[src/rtl/tpu_pkg.sv]
// tpu_pkg: shared fixed-point gradient type and saturation helper
package tpu_pkg;
  localparam int DATA_W = 16;
  typedef logic signed [DATA_W-1:0] fixed16_t;
  function automatic fixed16_t sat16(fixed16_t v, fixed16_t lim);
    return v > lim ? lim : (v < -lim ? -lim : v);
  endfunction
endpackage

[src/rtl/grad_col_fifo.sv]
// grad_col_fifo: single-column show-ahead FIFO with flush and occupancy count
module grad_col_fifo
  import tpu_pkg::*;
#(
  parameter int DEPTH = 8
) (
  input  logic                         clk,
  input  logic                         rst,
  input  logic                         push,
  input  logic                         pop,
  input  logic                         flush,
  input  fixed16_t                     din,
  output fixed16_t                     head,
  output logic                         full,
  output logic                         empty,
  output logic [$clog2(DEPTH+1)-1:0]   count
);
  localparam int AW = $clog2(DEPTH);
  localparam int CW = $clog2(DEPTH + 1);
  fixed16_t mem [DEPTH];
  logic [AW-1:0] wp, rp;
  logic wr, rd;
  assign full  = count == CW'(DEPTH);
  assign empty = count == '0;
  assign rd    = pop && !empty && !flush;
  // a full column still accepts a write when the same edge frees a slot
  assign wr    = push && (!full || rd) && !flush;
  assign head  = mem[rp];
  always_ff @(posedge clk or posedge rst)
    if (rst) begin
      wp    <= '0;
      rp    <= '0;
      count <= '0;
      for (int j = 0; j < DEPTH; j++) mem[j] <= '0;
    end else if (flush) begin
      wp    <= '0;
      rp    <= '0;
      count <= '0;
    end else begin
      if (wr) begin
        mem[wp] <= din;
        wp      <= wp + AW'(1);
      end
      if (rd) rp <= rp + AW'(1);
      count <= count + CW'(wr) - CW'(rd);
    end
endmodule

[src/rtl/gradient_deskew_buffer.sv]
// gradient_deskew_buffer: deskews column-staggered gradients into row-aligned vectors.
// Define GRAD_CLIP_EN to saturate each output slice to +/-CLIP_LIMIT.
module gradient_deskew_buffer
  import tpu_pkg::*;
#(
  parameter int       N            = 2,
  parameter int       DEPTH        = 8,
  parameter int       STALL_MARGIN = 2,
  parameter fixed16_t CLIP_LIMIT   = 16'sh0400
) (
  input  logic             clk,
  input  logic             rst,
  input  fixed16_t [N-1:0] grad_in,
  input  logic [N-1:0]     valid_in,
  input  logic             flush,
  output fixed16_t [N-1:0] row_out,
  output logic             row_valid,
  input  logic             row_ready,
  output logic             stall_out,
  output logic             overflow_err
);
  localparam int CW = $clog2(DEPTH + 1);
  fixed16_t [N-1:0] head;
  logic [N-1:0] full, empty, near_full;
  logic [N-1:0][CW-1:0] count;
  logic pop;
  assign row_valid = ~|empty;
  assign pop       = row_valid && row_ready;
  for (genvar i = 0; i < N; i++) begin : g_col
    grad_col_fifo #(.DEPTH(DEPTH)) u_fifo (
      .clk   (clk),
      .rst   (rst),
      .push  (valid_in[i]),
      .pop   (pop),
      .flush (flush),
      .din   (grad_in[i]),
      .head  (head[i]),
      .full  (full[i]),
      .empty (empty[i]),
      .count (count[i])
    );
    assign near_full[i] = count[i] >= CW'(DEPTH - STALL_MARGIN);
  end
  // gating on row_valid keeps stale storage invisible after a flush
`ifdef GRAD_CLIP_EN
  always_comb
    for (int j = 0; j < N; j++) row_out[j] = row_valid ? sat16(head[j], CLIP_LIMIT) : '0;
`else
  assign row_out = row_valid ? head : '0;
  logic unused_clip;
  assign unused_clip = ^CLIP_LIMIT;
`endif
  always_ff @(posedge clk or posedge rst)
    if (rst) begin
      stall_out    <= 1'b0;
      overflow_err <= 1'b0;
    end else begin
      stall_out    <= |near_full;
      overflow_err <= !flush && (overflow_err || ((|(valid_in & full)) && !pop));
    end
endmodule

[config.mk]
export PLATFORM = sky130hd
export DESIGN_NAME = gradient_deskew_buffer
export DESIGN_NICKNAME = d
export VERILOG_FILES = /design/src/rtl/tpu_pkg.sv /design/src/rtl/grad_col_fifo.sv /design/src/rtl/gradient_deskew_buffer.sv
export SDC_FILE = /design/constraint.sdc
export NUM_CORES = 1
export LEC_CHECK = 0
export ABC_AREA = 0
export BUFFER_PORTS_ARGS = -buffer_cell sky130_fd_sc_hd__clkbuf_2
export CAP_MARGIN = 20
export CORE_MARGIN = 3
export CORE_UTILIZATION = 50
export CTS_CLUSTER_SIZE = 16
export DETAILED_ROUTE_END_ITERATION = 8
export PLACE_DENSITY = 0.78
export RECOVER_POWER = 50
export SYNTH_ARGS = -nofsm -noshare
export SYNTH_HDL_FRONTEND = slang
export SYNTH_SLANG_ARGS = --single-unit
[constraint.sdc]
create_clock -name clk -period 13 [get_ports clk]
set_clock_uncertainty 0.05 [all_clocks]
set_input_delay 2.6 -clock clk [delete_from_list [all_inputs] [get_ports clk]]
set_output_delay 2.6 -clock clk [all_outputs]
set_load 0.005 [all_outputs]
# Word level (Yosys, flattened, before mapping)
# Cells that the tools add are included.
dict set report op_classes {
  addsub 8
  order_cmp 8
  eq_ne 2
  mux 23
  bitwise_logic 6
  reduce_logical 34
}
# op count
set ops {}
lappend ops {{$bwmux 128} 2}
lappend ops {{$bmux 16 s3} 2}
lappend ops {{$demux 16 s3} 2}
lappend ops {{$mux 16} 6}
lappend ops {{$mux 32} 1}
lappend ops {{$mux 3} 8}
lappend ops {{$ge 4x4->1 const B} 4}
lappend ops {{$not 3->4} 4}
lappend ops {{$logic_and 1x1->1} 13}
lappend ops {{$add 3x1->3 const B} 4}
lappend ops {{$add 4x1->4} 2}
lappend ops {{$eq 4x4->1 const B} 2}
lappend ops {{$ge 4x3->1 const B} 2}
lappend ops {{$logic_not 4->1} 2}
lappend ops {{$lt 4x1->1 const B} 2}
lappend ops {{$mux 4} 2}
lappend ops {{$reduce_bool 2->1} 4}
lappend ops {{$sub 4x1->4} 2}
lappend ops {{$logic_not 1->1} 7}
lappend ops {{$reduce_or 2->1} 3}
lappend ops {{$reduce_and 2->1} 2}
lappend ops {{$logic_or 1x1->1} 3}
lappend ops {{$and 2x2->2} 1}
lappend ops {{$not 1->1} 1}
dict set report totals {
  register_bits 278
  out_inout_bits 35
}

# Longest topological paths before layout
# Gate-level depths: netlist (run 1).
dict set report depth {
  word_depth 12
  depth_mapped 14
}

# By module
# Synthesis (run 1) repeated with hierarchy kept, for this count alone.
dict set report unflattened {
  cells_unflattened 841
  hier_area_um2 13568.0
}
# module instances cells_per_inst area_each_um2 seq_area_each_um2
set by_module_without_submodules {}
lappend by_module_without_submodules {{grad_col_fifo at g_col[0].u_fifo} 1 395 6697.7 3453.3}
lappend by_module_without_submodules {{grad_col_fifo at g_col[1].u_fifo} 1 400 6512.5 3453.3}
lappend by_module_without_submodules {gradient_deskew_buffer 1 46 357.8 50.0}

# Least setup slack after synthesis (run 1)
# Ideal clock, no wire load.
dict set report synth_path {
  kind {flip-flop to output port}
  startpoint {register g_col[0].u_fifo.rp[0]}
  endpoint {output row_out[10] in the netlist's numbering}
  arrival_ps 1632
  slack_ps 8718
  path_stages_with_launch 6
  n_path_buf 2
  cell_sequence {dfrtp_1 > clkbuf_1 > buf_2 > mux4_2 > mux2i_1 > nor2_1}
}
# item line
set synth_lines {}
lappend synth_lines {{start, declared} grad_col_fifo.sv:21} ;# logic [AW-1:0] wp, rp;
lappend synth_lines {{start signal, assigned} grad_col_fifo.sv:44} ;# if (rd) rp <= rp + AW'(1);
lappend synth_lines {{end, declared} gradient_deskew_buffer.sv:16} ;# output fixed16_t [N-1:0] row_out,

==> results.cfg, run 1 <==
[outcome]
status = finished with violations
violations = max-capacitance violations, max-slew violations

[synth]
synth-seq-cells = 278
synth_area_per_cell_um2 = 15.7
postSynthCellCount = 839
synth_top_cell_by_area = dfrtp_1
syn-num-nets = 897
synth_top_area_share_pct = 52.9
synthArstFlopShare_pct = 100
synth_area_leaders = dfrtp_1, mux2_2, mux4_2, mux2_4, mux2i_1
synth_edf_count = 0
ys_seq_area_share_pct = 52.9
synth_cell_types = 38
yosysWarnings = 0
ys.flop_type = dfrtp_1
synth_area_mm2 = 0.0131

[placement]
port_buffers = 72
dpl_cell_area_mm2 = 0.0138
dp_hpwl_mm = 15.7
gp_congestion = 0.783

[drt]
wl_per_cell_um = 21.2
drt-vias-per-instance = 5.77
wirelength_mm = 26.7
antenna_left = 0
drtPass1Iterations = 6
dr.first_iter.drc_count = 467
drc = 0
vias = 7271

[worst_setup_path]
rr_worst_depth = 13
slowest_stage = clkinvlp_2
cp.depth = 3
arrival_ns = 6.95
crit_path_start_kind = input pin
cp.required_ns = 13.21
cpMostUsedCell = clkbuf_1
crit_buf_inv = 3
path_max_fanout = 122
slowest_delay_ns = 2.93
end_kind = asynchronous set/reset pin
critical_path.top_delay_family = buffers and inverters
crit_type = in2async
crit_path_cell_trace = clkbuf_1, clkinvlp_2, clkbuf_1

[worst_hold_path]
hp-class = reg2reg
min_path_cells = 1

[floorplan]
start_util_pct = 51.6
std_cell_rows = 58
die_w_um = 168
io_pins = 73
coreArea_mm2 = 0.0255
die_y_um = 168
die-area_mm2 = 0.0283

[sta]
slew_headroom_pct = -256
fin_crit_sh_pct = 51.8
finalCriticalPeriod_ns = 6.74
final-setup-viol-count = 0
fmax_mhz = 148
rsz0062_at_grt = no
slew_viol_final = 150
whs_ns = 0.445
tightest_slew_ns = 5.31
finalHoldViolations = 0
finalSetupTns_ns = 0

[cts]
numCtsBuffers = 29
clkTransAtPathRegs_ns = 0.06
clock_sink_count = 278
insertion_delay_ns = 0.54
cts_tree = yes
root_buffer = clkbuf_16
post_cts_buffers = 0
h-tree-depth = 1
cts_max_path_buffers = 3
cts_hold_buffers = 0
ctsResizeCount = 0

[power_and_ir_drop]
pwr_density_cell_mw_per_mm2 = 201
p_leak_nw = 6.83
ir_drop_mv = 0.128

[final_layout]
final_area_mm2 = 0.0147
antenna_cells = 0
post_route_cells_drive_above_1_share_pct = 48.9
area_delta_synth_final_pct = 12.1
nets = 967

[global_routing]
grt_pass1_vias = 7829
grt_pass1_wl_mm = 43.4
grt_overflow = 0
grt_start_max_net_pins = 123
grt_usage_pct = 19.2
antenna_found_initial = 2

[flow_run]
maxCapViolations = 2
synth_stat cells, drive strengths merged, types with 3 or more instances:
cell type    n
dfrtp      278
buf         36
nand3        4
clkbuf      17
a22oi        3
a21oi        5
xnor2        4
nor2        49
and4b        4
or4b         4
mux2       256
or3b         4
xor2         6
mux4        64
mux2i       36
nor2b        4
ha          18
nand2        3
inv         21
routing by layer:
layer	track usage (%)	wire [um]	up-vias
met5	0	23	-
met4	3.91	414	4
met3	3.24	1130	39
met2	33.8	13700	154
met1	25.3	11500	3847
li1	-	-	3227
sequential cells by signal, summed over array words and instances (netlist names):
| signal | flops |
|---|---|
| stall_out | 1 |
| g_col.u_fifo.wp | 6 |
| g_col.u_fifo.count | 8 |
| g_col.u_fifo.rp | 6 |
| g_col.u_fifo.mem | 256 |
| overflow_err | 1 |
kinds of logic after synthesis:
group,count (synthesis),synth area share (%)
mux,356,36.8
flops,278,52.9
simple gates,86,3.64
buf+inv,74,2.95
fa+ha+maj,20,2.02
compound gates,15,1.02
xor+xnor,10,0.666
placed cells by master, fill, tap and decap left out, types with 6 or more instances in the layout:
| master | count |
|---|---|
| mux4_2 | 64 |
| clkbuf_16 | 29 |
| xor2_1 | 6 |
| clkbuf_1 | 12 |
| dfrtp_1 | 276 |
| mux2_2 | 209 |
| nor2_1 | 49 |
| clkbuf_2 | 70 |
| mux2i_1 | 36 |
| mux2_1 | 7 |
| clkbuf_8 | 7 |
| buf_4 | 16 |
| inv_1 | 18 |
| ha_1 | 18 |
| mux2_4 | 40 |
worst paths after layout:
check | slack, ns | end | from
worst max-delay path | 6.26 | g_col[1].u_fifo.rp[0] | rst
worst min-delay path | 0.45 | g_col[1].u_fifo.mem[52] | g_col[1].u_fifo.mem[52]
worst max register to register | 9.57 | g_col[0].u_fifo.count[2] | g_col[1].u_fifo.count[2]
worst min register to register | 0.45 | g_col[1].u_fifo.mem[52] | g_col[1].u_fifo.mem[52]
max in group clk | 7.67 | g_col[1].u_fifo.mem[107] | flush
min in group asynchronous | 3.63 | g_col[1].u_fifo.mem[66] | rst
power breakdown:
| part | internal, W | switching (W) |
|---|---|---|
| logic | 0.000508 | 0.000392 |
| registers | 0.00111 | 0.000136 |
| clock network | 0.000490 | 0.000329 |
through the flow:
step	worst slack [ns]	instances	power [W]	utilization, %
finish	6.26	1261	0.00296	57.9
global route	5.37	1261	0.00314	57.9
CTS	7.66	1259	0.00300	57.8
detailed placement	7.86	1206	0.00216	54.1
global placement	7.92	1205	0.00213	54.0
floorplan	2.68	839	0.00191	-
final cells by class:
type / instances / area [um^2]
Clock buffer: 45 / 856
Clock inverter: 8 / 93.8
Fill cell: 1977 / 10700
Inverter: 21 / 82.6
Multi-Input combinational cell: 487 / 5780
Sequential cell: 278 / 6960
Tap cell: 330 / 413
Timing Repair Buffer: 92 / 552
Note: power is estimated with default switching activity, not from simulation.
==> run 2, diff against run 1 <==
- PLACE_DENSITY: 0.78 -> 0.81
- clock period: 13 -> 5.7 ns (I/O delays scaled with it)
==> run 2 against run 1 <==
  * The run still ends with max-capacitance violations, max-slew violations left
  * Global-route usage decreased by 0.25 points
  * Critical path type unchanged
  * Via count decreased by 1.7%
  * Worst hold slack lost 0.0045 ns
  * Die area did not move
  * Core utilization is 0.44 points lower
  * Sequential share of layout area up 0.36 points
  * Sequential power increased by 130%
  * Wire length is 2.0% lower
==> results.cfg, run 2 (synthesized netlist as in run 1, its figures left out) <==
[outcome]
status = finished with violations
violations = max-capacitance violations, max-slew violations

[cts]
cts_max_path_buffers = 3
clkTransAtPathRegs_ns = 0.06
h-tree-depth = 1
insertion_delay_ns = 0.54
cts_tree = yes
clock_sink_count = 278
numCtsBuffers = 27
post_cts_buffers = 0
root_buffer = clkbuf_16
ctsResizeCount = 0
cts_hold_buffers = 0

[final_layout]
area_delta_synth_final_pct = 11.3
nets = 963
antenna_cells = 0
fillers = 1982
largest_register_ffs = 256
post_route_cells_drive_above_1_share_pct = 48.8
largest-register = g_col.u_fifo.mem
final_common_cell = dfrtp_1
top_regs = g_col.u_fifo.mem (256), g_col.u_fifo.count (8)
final_cells = 1251
final_cell_mix = dfrtp_1, mux2_2, clkbuf_2

[worst_setup_path]
regToRegStartpoint = g_col[0].u_fifo.count[2]
crit_path_start = rst
path_max_fanout = 188
cp.required_ns = 5.59
crit_path_start_kind = input pin
arrival_ns = 3.98
r2r_end = g_col[0].u_fifo.count[2]
end_kind = asynchronous set/reset pin
endpoint = g_col[1].u_fifo.rp[0]
crit_type = in2async
rr_worst_depth = 12
ff2ff_setup_slack_ns = 2.04

[sta]
slew_viol_final = 227
finalHoldViolations = 0
fmax_mhz = 244
rsz0062_at_grt = no
fin_crit_sh_pct = 71.9
final-setup-viol-count = 0
setup_ws_ns = 1.60
slew_headroom_pct = -67.4
finalCriticalPeriod_ns = 4.10
tightest_slew_ns = 2.51
finalSetupTns_ns = 0

[drt]
drc = 0
antenna_left = 0
drtPass1Iterations = 6
wirelength_mm = 26.2
vias = 7151
wl_per_cell_um = 20.9
drt-vias-per-instance = 5.72
dr.first_iter.drc_count = 350

[worst_hold_path]
hp-class = reg2reg

[floorplan]
std_cell_rows = 58
die-area_mm2 = 0.0283
die_y_um = 168
start_util_pct = 51.6
die_w_um = 168
io_pins = 73
coreArea_mm2 = 0.0255

[power_and_ir_drop]
totalPowerFinal_w = 0.00655
ir_drop_mv = 0.324
p_leak_nw = 6.77
pwr_density_cell_mw_per_mm2 = 448

[global_routing]
grt_usage_pct = 18.9
grt_pass1_wl_mm = 43.2
grt_start_max_net_pins = 189
antenna_found_initial = 1
grt_pass1_vias = 7829
grt_overflow = 0

[placement]
dp_slack_ns = 1.98
gp_congestion = 0.741
port_buffers = 72
dp.cells = 1202
dp_hpwl_mm = 15.7

[flow_run]
maxCapViolations = 2
[run 2: layout make-up]
cell class / count / area (um^2) / share of cell area, %
inverters: 21 / 82.6 / 0.565
clock inverters: 8 / 68.8 / 0.471
repair buffers: 90 / 574 / 3.93
multi-input cells: 487 / 5780 / 39.5
flip-flops and latches: 278 / 6960 / 47.6
well taps: 330 / 413 / 2.82
clock buffers: 37 / 743 / 5.08
[run 2: worst min path at each step]
| stage | cells after the start | slack [ns] | start | to |
|---|---|---|---|---|
| finish | 1 | 0.44 | g_col[1].u_fifo.mem[53] | g_col[1].u_fifo.mem[53] |
| global route | 1 | 0.45 | g_col[1].u_fifo.mem[95] | g_col[1].u_fifo.mem[95] |
| CTS | 1 | 0.45 | g_col[1].u_fifo.mem[50] | g_col[1].u_fifo.mem[50] |
| detailed placement | 1 | 0.43 | g_col[1].u_fifo.mem[50] | g_col[1].u_fifo.mem[50] |
| global placement | 1 | 0.42 | g_col[1].u_fifo.mem[55] | g_col[1].u_fifo.mem[55] |
| floorplan | 1 | 0.41 | g_col[1].u_fifo.mem[49] | g_col[1].u_fifo.mem[49] |
[run 2: power by group]
part | total [W] | internal (W) | leakage, nW | switching, W
clock | 0.00168 | 0.000949 | 0.405 | 0.000733
combinational | 0.00200 | 0.00115 | 2.68 | 0.000851
sequential | 0.00286 | 0.00252 | 3.69 | 0.000341
[run 2: critical path, cell delays in order]
cell	delay (ns)
clkbuf_2	0.09
clkinvlp_2	0.72
clkbuf_4	1.90
[run 2: routing by layer]
metal / GRT usage (%) / wire length, um / vias to the layer above
met5: 0 / 12 / -
met4: 3.45 / 388 / 2
met3: 2.98 / 1060 / 34
met2: 32.7 / 13200 / 115
met1: 25.9 / 11500 / 3783
li1: - / - / 3217
[run 2: metrics by stage]
stage | instance area, um^2 | hold slack, ns | util, %
2_1_floorplan | 13100 | 0.409 | -
3_3_place_gp | 13700 | 0.421 | 53.8
3_5_place_dp | 13800 | 0.435 | 54.1
4_1_cts | 14600 | 0.448 | 57.3
5_1_grt | 14600 | 0.453 | 57.4
6_report | 14600 | 0.440 | 57.4
==> run 3, diff against run 2 <==
- clock period: 5.7 -> 3.6 ns (I/O delays scaled with it)
==> run 3 against run 2 <==
  * The run still ends with max-capacitance violations, max-slew violations left
  * Setup slack worse by 1.3 ns
  * Total power up 63%
  * First-iteration DRC count up 26%
  * Clock-buffer cell count up 7
  * Cell area up 1.1%
  * Critical path type is now reg2out
  * Critical endpoint is now row_out[2]
==> results.cfg, run 3 (synthesized netlist as in run 1, its figures left out) <==
[outcome]
status = finished with violations
violations = max-capacitance violations, max-slew violations

[cts]
h-tree-depth = 1
ctsResizeCount = 0
cts_tree = yes
root_buffer = clkbuf_16
cts_hold_buffers = 0
post_cts_buffers = 0
clock_sink_count = 278
clkTransAtPathRegs_ns = 0.06
numCtsBuffers = 28
insertion_delay_ns = 0.53
cts_max_path_buffers = 3

[sta]
slew_headroom_pct = -5.05
fin_crit_sh_pct = 91.5
finalSetupTns_ns = 0
final-setup-viol-count = 0
tightest_slew_ns = 1.58
fmax_mhz = 304
slew_viol_final = 65
finalHoldViolations = 0
rsz0062_at_grt = no
setup_ws_ns = 0.307
finalCriticalPeriod_ns = 3.29

[floorplan]
std_cell_rows = 58
start_util_pct = 51.6
die_y_um = 168
die_w_um = 168
io_pins = 73
coreArea_mm2 = 0.0255
die-area_mm2 = 0.0283

[worst_setup_path]
crit_type = reg2out
crit_path_start_kind = register
slowest_delay_ns = 0.50
crit_buf_inv = 3
critical_path.top_delay_family = simple AND/OR/NAND/NOR gates
cp.required_ns = 2.83
path_max_fanout = 32
crit_path_cell_trace = inv_1, ha_1, or3b_1, nand2_2, buf_4, nor2_1, clkbuf_2
end_kind = primary output
slowest_stage = or3b_1
arrival_ns = 2.52

[final_layout]
final_core_util_pct = 58.1
final-seq-area_mm2 = 0.00696
multi_input_area_mm2 = 0.00578
fillers = 1935
largest-register = g_col.u_fifo.mem
top_regs = g_col.u_fifo.mem (256), g_col.u_fifo.count (8)
final_area_mm2 = 0.0148
final_cell_mix = dfrtp_1, mux2_2, clkbuf_2
largest_register_ffs = 256
post_route_cells_drive_above_1_share_pct = 49.9
area_delta_synth_final_pct = 12.5
nets = 979
final_common_cell = dfrtp_1

[power_and_ir_drop]
sequentialPowerShare_pct = 42.3
p_comb_share_pct = 30.5
pwr_density_cell_mw_per_mm2 = 722
internal_power_w = 0.00759
p_leak_nw = 6.87
p_sw_w = 0.00309
ir_drop_mv = 0.446
pwr-share-clk_pct = 27.2
swShare_pct = 28.9

[placement]
dp_slack_ns = 0.746
dp_hpwl_mm = 16.3
port_buffers = 72
gp_congestion = 0.740
dpl_cell_area_mm2 = 0.0139

[drt]
drc = 0
dr.first_iter.drc_count = 440
wl_per_cell_um = 20.7
drtPass1Iterations = 4
drt-vias-per-instance = 5.69
vias = 7245
antenna_left = 0
wirelength_mm = 26.3

[flow_run]
maxCapViolations = 2

[global_routing]
grt_usage_pct = 18.8
grt_pass1_vias = 7827
grt_pass1_wl_mm = 43.1
antenna_found_initial = 1
grt_overflow = 0
grt_start_max_net_pins = 88

[worst_hold_path]
hp-class = reg2reg
run 3: cell types whose count changed in the layout (fill, tap and decap cells not counted), moves of 2 or more:
cell	before	now
buf_8	4	0
and4bb_1	2	0
clkbuf_2	71	75
clkinv_2	6	4
and4bb_2	0	2
clkbuf_8	3	5
clkbuf_1	10	12
buf_16	2	0
buf_12	0	3
buf_4	8	25
run 3: worst reg2reg max path, delay by kind of cell, from the launching register on:
family,cells,cell delay (ns)
DFF,1,0.39
xor gates and xnor gates,1,0.15
buffers and inverters,3,0.20
adders and majority gates,4,1.03
and+or+nand+nor,4,0.86
run 3: worst paths after layout:
path	endpoint	slack, ns	cells past startpoint	from
min in group asynchronous	g_col[0].u_fifo.mem[122]	0.49	2	rst
min	g_col[1].u_fifo.mem[7]	0.45	1	g_col[1].u_fifo.mem[7]
max in group asynchronous	g_col[1].u_fifo.mem[94]	0.82	4	rst
max reg2reg	g_col[1].u_fifo.count[2]	0.81	12	g_col[0].u_fifo.count[2]
min reg2reg	g_col[1].u_fifo.mem[7]	0.45	1	g_col[1].u_fifo.mem[7]
max	row_out[2]	0.31	7	g_col[0].u_fifo.count[2]
run 3: layout make-up:
| class | instances | share of cell area, % |
|---|---|---|
| flip-flops and latches | 278 | 47.0 |
| multi-input cells | 487 | 39.1 |
| clock buffers | 44 | 5.63 |
| repair buffers | 105 | 4.26 |
| well taps | 330 | 2.79 |
| clock inverters | 7 | 0.601 |
| inverters | 21 | 0.558 |
| diodes | 1 | 0.0169 |
run 3: through the flow:
stage	hold slack, ns	power [W]	instances
after floorplan	0.409	0.00690	839
final	0.450	0.0107	1273
after global placement	0.418	0.00770	1221
after CTS	0.279	0.0108	1272
after detailed placement	0.438	0.00787	1221
after global routing	0.455	0.0113	1272
run 3: power groups by stage:
stage / Sequential [W] / Clock [W] / Combinational, W
4_1_cts: 0.00451 / 0.00297 / 0.00333
6_report: 0.00451 / 0.00291 / 0.00326
3_5_place_dp: 0.00456 / 0 / 0.00331
5_1_grt: 0.00462 / 0.00311 / 0.00356
2_1_floorplan: 0.00433 / 0 / 0.00257
3_3_place_gp: 0.00450 / 0 / 0.00320
run 3: layer usage:
metal	vias up	part of all wire, %	global-route usage [%]
met2	124	50	32.3
met5	-	0	0
met1	3848	44	25.9
li1	3240	-	-
met4	0	1.8	3.52
met3	33	4.1	2.72
